## src/rtl/pc_redirect_ctrl_pkg.sv

```systemverilog
// Shared types and constants for the fetch-side PC redirect controller.
package branch_pkg;

  typedef enum logic {
    ADDR_PC = 1'b0,
    ADDR_RD = 1'b1
  } addr_mode_e;

  typedef enum logic [1:0] {
    BOOT  = 2'd0,
    RUN   = 2'd1,
    FLUSH = 2'd2
  } redirect_state_e;

  localparam int PC_STEP = 4;

endpackage

```

## src/rtl/pc_redirect_ctrl_if.sv

```systemverilog
// Branch-resolution and fetch-request bundle between execute, fetch and the PC redirect controller.
interface pc_redirect_ctrl_if #(
  parameter int WordSize = 32
);

  logic                stall_in;
  logic                branch_valid;
  logic                branch_taken;
  logic                addr_mode;
  logic [WordSize-1:0] imm;
  logic [WordSize-1:0] rs1d;
  logic [WordSize-1:0] br_pc;
  logic                imem_ready;
  logic [WordSize-1:0] pc_out;
  logic                fetch_valid;
  logic                flush;
  logic                misalign_trap;

  modport master (
    output stall_in, branch_valid, branch_taken, addr_mode, imm, rs1d, br_pc, imem_ready,
    input  pc_out, fetch_valid, flush, misalign_trap
  );

  modport slave (
    input  stall_in, branch_valid, branch_taken, addr_mode, imm, rs1d, br_pc, imem_ready,
    output pc_out, fetch_valid, flush, misalign_trap
  );

endinterface

```

## src/rtl/pc_redirect_ctrl_target.sv

```systemverilog
// Combinational branch target: PC-relative or register-relative (bit0 cleared) add.
module branch_target_calc
  import branch_pkg::*;
#(
  parameter int WordSize = 32
) (
  input  addr_mode_e          addr_mode_i,
  input  logic [WordSize-1:0] imm_i,
  input  logic [WordSize-1:0] rs1d_i,
  input  logic [WordSize-1:0] br_pc_i,
  output logic [WordSize-1:0] target_o
);

  logic [WordSize-1:0] base;
  logic [WordSize-1:0] sum;

  always_comb begin
    base     = (addr_mode_i == ADDR_RD) ? rs1d_i : br_pc_i;
    sum      = base + imm_i;
    target_o = sum;
    if (addr_mode_i == ADDR_RD) begin
      target_o[0] = 1'b0;
    end
  end

endmodule

```

## src/rtl/pc_redirect_ctrl.sv

```systemverilog
// Fetch PC sequencer: sequential advance, taken-branch redirect and fixed-length younger-stage flush.
// Optional misaligned-target trap enabled by defining PC_REDIRECT_MISALIGN_TRAP_EN.
module pc_redirect_ctrl
  import branch_pkg::*;
#(
  parameter int                   WordSize    = 32,
  parameter logic [WordSize-1:0]  ResetVector = '0,
  parameter int                   FlushCycles = 2
) (
  input  logic             clk,
  input  logic             rstn,
  pc_redirect_ctrl_if.slave bus
);

  localparam logic [WordSize-1:0] Step     = WordSize'(PC_STEP);
  localparam logic [2:0]          FlushLen = 3'(FlushCycles);

  redirect_state_e     state_q, state_d;
  logic [WordSize-1:0] pc_q, pc_d;
  logic                fetch_valid_q, fetch_valid_d;
  logic                flush_q, flush_d;
  logic [2:0]          cnt_q, cnt_d;
  logic [WordSize-1:0] target;
  logic                redirect;
  logic                accept;
  logic                misaligned;
  logic                trap_d;

  branch_target_calc #(.WordSize(WordSize)) u_target (
    .addr_mode_i (addr_mode_e'(bus.addr_mode)),
    .imm_i       (bus.imm),
    .rs1d_i      (bus.rs1d),
    .br_pc_i     (bus.br_pc),
    .target_o    (target)
  );

`ifdef PC_REDIRECT_MISALIGN_TRAP_EN
  assign misaligned = (target[1:0] != 2'b00);
`else
  assign misaligned = 1'b0;
`endif

  assign redirect = bus.branch_valid & bus.branch_taken;
  assign accept   = fetch_valid_q & bus.imem_ready & ~bus.stall_in;

  always_comb begin
    state_d       = state_q;
    pc_d          = pc_q;
    fetch_valid_d = fetch_valid_q;
    flush_d       = flush_q;
    cnt_d         = cnt_q;
    trap_d        = 1'b0;
    unique case (state_q)
      BOOT: begin
        state_d       = RUN;
        fetch_valid_d = 1'b1;
      end
      RUN: begin
        // A taken redirect beats both the sequential accept and any stall.
        if (redirect) begin
          if (misaligned) begin
            trap_d = 1'b1;
          end else begin
            pc_d = target;
          end
          state_d       = FLUSH;
          flush_d       = 1'b1;
          fetch_valid_d = 1'b0;
          cnt_d         = FlushLen;
        end else if (accept) begin
          pc_d = pc_q + Step;
        end
      end
      FLUSH: begin
        cnt_d = cnt_q - 3'd1;
        if (cnt_q == 3'd1) begin
          state_d       = RUN;
          flush_d       = 1'b0;
          fetch_valid_d = 1'b1;
        end
      end
      default: begin
        state_d = BOOT;
      end
    endcase
  end

  always_ff @(posedge clk or negedge rstn) begin
    if (!rstn) begin
      state_q       <= BOOT;
      pc_q          <= ResetVector;
      fetch_valid_q <= 1'b0;
      flush_q       <= 1'b0;
      cnt_q         <= 3'd0;
    end else begin
      state_q       <= state_d;
      pc_q          <= pc_d;
      fetch_valid_q <= fetch_valid_d;
      flush_q       <= flush_d;
      cnt_q         <= cnt_d;
    end
  end

`ifdef PC_REDIRECT_MISALIGN_TRAP_EN
  logic trap_q;

  always_ff @(posedge clk or negedge rstn) begin
    if (!rstn) begin
      trap_q <= 1'b0;
    end else begin
      trap_q <= trap_d;
    end
  end

  assign bus.misalign_trap = trap_q;
`else
  assign bus.misalign_trap = 1'b0;
`endif

  assign bus.pc_out      = pc_q;
  assign bus.fetch_valid = fetch_valid_q;
  assign bus.flush       = flush_q;

endmodule

```

## src/flat_wrapper.sv

```systemverilog
// flat-port wrapper written by rule: the top's interface ports become plain ports
module pc_redirect_ctrl_flat import branch_pkg::*;
#(
  parameter int                   WordSize    = 32,
  parameter logic [WordSize-1:0]  ResetVector = '0,
  parameter int                   FlushCycles = 2
)
  (clk, rstn, bus_stall_in, bus_branch_valid, bus_branch_taken, bus_addr_mode, bus_imm, bus_rs1d, bus_br_pc, bus_imem_ready, bus_pc_out, bus_fetch_valid, bus_flush, bus_misalign_trap);
  pc_redirect_ctrl_if #(.WordSize(WordSize)) bus_i ();
  input  logic clk;
  input  logic rstn;
  input wire logic [$bits(bus_i.stall_in)-1:0] bus_stall_in;
  input wire logic [$bits(bus_i.branch_valid)-1:0] bus_branch_valid;
  input wire logic [$bits(bus_i.branch_taken)-1:0] bus_branch_taken;
  input wire logic [$bits(bus_i.addr_mode)-1:0] bus_addr_mode;
  input wire logic [$bits(bus_i.imm)-1:0] bus_imm;
  input wire logic [$bits(bus_i.rs1d)-1:0] bus_rs1d;
  input wire logic [$bits(bus_i.br_pc)-1:0] bus_br_pc;
  input wire logic [$bits(bus_i.imem_ready)-1:0] bus_imem_ready;
  output wire logic [$bits(bus_i.pc_out)-1:0] bus_pc_out;
  output wire logic [$bits(bus_i.fetch_valid)-1:0] bus_fetch_valid;
  output wire logic [$bits(bus_i.flush)-1:0] bus_flush;
  output wire logic [$bits(bus_i.misalign_trap)-1:0] bus_misalign_trap;
  assign bus_i.stall_in = bus_stall_in;
  assign bus_i.branch_valid = bus_branch_valid;
  assign bus_i.branch_taken = bus_branch_taken;
  assign bus_i.addr_mode = bus_addr_mode;
  assign bus_i.imm = bus_imm;
  assign bus_i.rs1d = bus_rs1d;
  assign bus_i.br_pc = bus_br_pc;
  assign bus_i.imem_ready = bus_imem_ready;
  assign bus_pc_out = bus_i.pc_out;
  assign bus_fetch_valid = bus_i.fetch_valid;
  assign bus_flush = bus_i.flush;
  assign bus_misalign_trap = bus_i.misalign_trap;
  pc_redirect_ctrl #(.WordSize(WordSize), .ResetVector(ResetVector), .FlushCycles(FlushCycles)) u_core (.clk(clk), .rstn(rstn), .bus(bus_i));
endmodule
```

## config.mk

```make
export PLATFORM = sky130hd
export DESIGN_NAME = pc_redirect_ctrl_flat
export DESIGN_NICKNAME = d
export VERILOG_FILES = /design/src/rtl/pc_redirect_ctrl_pkg.sv /design/src/rtl/pc_redirect_ctrl_if.sv /design/src/rtl/pc_redirect_ctrl_target.sv /design/src/rtl/pc_redirect_ctrl.sv /design/src/flat_wrapper.sv
export SDC_FILE = /design/constraint.sdc
export NUM_CORES = 1
export LEC_CHECK = 0
export ABC_AREA = 1
export CAP_MARGIN = 20
export CORE_MARGIN = 1
export CORE_UTILIZATION = 35
export DETAILED_ROUTE_END_ITERATION = 8
export PLACE_DENSITY = 0.63
export SYNTH_ARGS = -nofsm -noshare
export SYNTH_HDL_FRONTEND = slang
export SYNTH_SLANG_ARGS = --single-unit
export TNS_END_PERCENT = 20
```

## constraint.sdc

```tcl
create_clock -name clk -period 1.9 [get_ports clk]
set_input_delay 0.38 -clock clk [delete_from_list [all_inputs] [get_ports clk]]
set_output_delay 0.38 -clock clk [all_outputs]
set_load 0.005 [all_outputs]
```

==> metrics, run 1 <==
die height about 130 um; WHS roughly 45 ps; die area 16,000 um2; Tcrit/Tclk final 109%; Crit path largest cell delay 360 ps; placer congestion estimate 0.909; worst setup path class primary input to register; CP Max Fanout 4; sequential element share of the synthesized area between 10% and 20%; DR WL/cell 14.0 um; global-route usage over all layers 23.9%; die span in x around 130 um; total CTS buffers 5; Final ANT Viol Nets 0; CTS sink count 39; unrepaired setup endpoints after global routing yes; via count 6,822; CTS root buffer clkbuf_16; PwrDens 819 nW/um2; Post-Syn Instances 993; final-stage net count 1,354; most frequent cell after synthesis nand2_1; input/output buffers 136; synthesized cell area 5440 um2; diode count 0; critical path's top delay family simple AND/OR/NAND/NOR gates; CTS HTree Levels 2; Commonest cells post-synth nand2_1, inv_1, nor2_1, a21oi_1, nand3_1; Hold-fix buffers, CTS 0; crit path DAT roughly 2300 ps; WL final approximately 20,000 um; Synth area leaders nand2_1, dfrtp_1, inv_1, ha_1, nor2_1; Final min period 2070 ps; antenna violations before repair 0; Synth async-reset ratio between 90% and 100%; Int Power 0.00416 W; layout cells sized above 1 29.7%; largest net degree at the start of global routing 27; syn avg cell area around 5.5 um2; failing checks setup timing; status finished with violations; Clock transition at path regs 60 ps; nature of the critical path endpoint register; Initial Utilization 35.8%; first-pass GRT wire length 30,600 um; Top FF cell, synth dfrtp_1; Worst Setup Start Kind primary input; synth unique cells 39; Seq pwr share 23.9%; Core Area 15,200 um2; CTS tree yes; cells along the critical path buf_12 > clkinv_8 > buf_12 > nand2_4 > nand2_2 > ha_4 > inv_2 > fa_2 > inv_2 > nand3_4 > nand3_4 > nand2_2 > nand2_2 > nand2_2 > nand2_4 > nand2_4 > nand3_2 > nand3_2 > nand2_1 > nand2_1; Clk Latency, worst-skew pair 290 ps; # IOs 138; endpoints failing setup 27; Fin. Hold Viols 0; top cell type's share of synthesized area 28.5%; Max VDD drop 0.446 mV; Crit path top cell by count nand2_2; Overflow after GRT 0; CP max stage cell fa_2; clk_skew 5.56 ps; row count 45; DP Cell Count about 1.4k; fmax 483 MHz; initial DRC count 445; max_cap viols 0; DR DRC count 0; worst hold path type primary input to async pin; Critical Path RT 2080 ps; vias per inst between 4 and 5; Area Growth Syn to Fin 67.1%; Buf+Inv Stages, Crit Path 5; syn_nets 1,135; vias in the first global route around 6.3k; leakage power 4.58 nW; combinational share of power 63.3%; Post-synth EDFFs 0; Switching Share 44.1%; Detail Placement HPWL 14,600 um; synthesized flop and latch total 39; Psw 0.00328 W; Clock Power Share about an eighth; synth warn 0; overall power 0.00744 W; post-synth top area cell nand2_1; drt first pass iters 5; Final Slew Violations 0; final worst slack -172 ps; Post-Layout Cell Count approximately 1.4k; Max Root-Sink Buffers 2
==> routing by layer <==
metal  up-vias  share of wire [%]  global-route usage [%]
li1       3505                  -                       -
met1      3064                 46                    32.9
met2       224                 46                    39.5
met3        29                5.2                    2.32
met4         0                2.1                    6.95
met5         -                  0                       0
==> what timing repair did <==
| action | CTS | global route |
|---|---|---|
| setup buffers | 9 | 8 |
| gates cloned | 2 | 0 |
| resized for setup | 103 | 188 |
| setup endpoints to repair | 31 | 28 |
| endpoints found under the hold margin | 0 | 0 |
| pin swaps | 35 | 97 |
==> cell type report <==
| cell class | count | area, um2 |
|---|---|---|
| tap | 188 | 235 |
| timing repair buffer | 231 | 2220 |
| clock buffer | 6 | 129 |
| sequential | 39 | 976 |
| clock inverter | 1 | 30.0 |
| multi-input combinational | 771 | 4860 |
| inverter | 164 | 628 |
| fill | 1420 | 6120 |
==> kinds of logic after synthesis <==
group                      count (synthesis)  share of synthesized area (%)
AOI/OAI and AO/OA                        101                           10.0
buffers and inverters                    183                           12.8
adders and majority gates                 39                           9.11
other                                      1                         0.0690
DFF                                       39                           17.9
and+or+nand+nor                          614                           47.4
xor gates and xnor gates                  16                           2.58
==> power by group through the flow <==
| stage | Clock [W] | Combinational (W) | Sequential, W |
|---|---|---|---|
| finish | 0.000951 | 0.00471 | 0.00178 |
| global route | 0.00101 | 0.00517 | 0.00183 |
| CTS | 0.000969 | 0.00433 | 0.00176 |
| detailed placement | 0 | 0.00407 | 0.00177 |
| global placement | 0 | 0.00402 | 0.00177 |
| floorplan | 0 | 0.00219 | 0.00167 |
==> registers in the layout, summed over array words and instances (netlist names) <==
register                count
u_core.bus.fetch_valid      1
u_core.state_q              2
u_core.bus.flush            1
u_core.cnt_q                3
u_core.bus.pc_out          32
==> stage by stage <==
stage	TNS, ps	cell area [um2]	worst slack, ps	utilization (%)
2_1_floorplan	-5130	5520	-317	-
3_3_place_gp	-27370	7620	-1060	50.1
3_5_place_dp	-28220	7620	-1080	50.1
4_1_cts	-2290	8380	-159	55.1
5_1_grt	-5220	9090	-264	59.8
6_report	-2050	9090	-172	59.8
==> placed cells by master, fill, tap and decap left out, types with 10 or more instances in the layout <==
| cell | synthesis | final |
|---|---|---|
| ha_1 | 38 | 10 |
| inv_2 | 4 | 17 |
| nor2_1 | 86 | 65 |
| a21oi_1 | 60 | 40 |
| nor2_2 | 5 | 16 |
| dfrtp_1 | 39 | 39 |
| nand2_2 | 7 | 95 |
| o21ai_0 | 21 | 11 |
| nor2_4 | 6 | 16 |
| nand3b_1 | 12 | 12 |
| a21oi_2 | 2 | 20 |
| ha_4 | 0 | 28 |
| nand3_1 | 57 | 36 |
| clkdlybuf4s50_1 | 0 | 123 |
| inv_1 | 159 | 145 |
| buf_4 | 2 | 82 |
| nand3_2 | 2 | 19 |
| nand2_4 | 1 | 21 |
| nand2_1 | 413 | 305 |
==> final timing paths <==
| kind | startpoint | endpoint | slack (ps) | cells after the start |
|---|---|---|---|---|
| max in group asynchronous | rstn | u_core.bus.pc_out[19]$_DFFE_PN0P_ | 1340 | 2 |
| worst min-delay path | rstn | u_core.state_q[0]$_DFFE_PN0P_ | 40 | 1 |
| worst max register to register | u_core.bus.pc_out[10]$_DFFE_PN0P_ | u_core.bus.pc_out[29]$_DFFE_PN0P_ | 90 | 9 |
| worst max-delay path | bus_addr_mode | u_core.bus.pc_out[22]$_DFFE_PN0P_ | -170 | 20 |
| worst min register to register | u_core.bus.pc_out[0]$_DFFE_PN0P_ | u_core.bus.pc_out[0]$_DFFE_PN0P_ | 490 | 2 |
| min in group clk | u_core.bus.pc_out[0]$_DFFE_PN0P_ | u_core.bus.pc_out[0]$_DFFE_PN0P_ | 490 | 2 |
(Power assumes the default switching activity.)
==> run 2, diff against run 1 <==
--- a/config.mk
+++ b/config.mk
@@ -6,6 +6,7 @@
 export NUM_CORES = 1
 export LEC_CHECK = 0
 export ABC_AREA = 1
+export ABC_CLOCK_PERIOD_IN_PS = 1900
 export CAP_MARGIN = 20
 export CORE_MARGIN = 1
 export CORE_UTILIZATION = 35
==> results of run 2 <==
No change in the layout: final DEF, timing and power equal those of run 1.
==> run 3, diff against run 2 <==
--- a/config.mk
+++ b/config.mk
@@ -7,7 +7,6 @@
 export LEC_CHECK = 0
 export ABC_AREA = 1
 export ABC_CLOCK_PERIOD_IN_PS = 1900
-export CAP_MARGIN = 20
 export CORE_MARGIN = 1
 export CORE_UTILIZATION = 35
 export DETAILED_ROUTE_END_ITERATION = 8
==> results of run 3 <==
No change in the layout: final DEF, timing and power equal those of run 1.
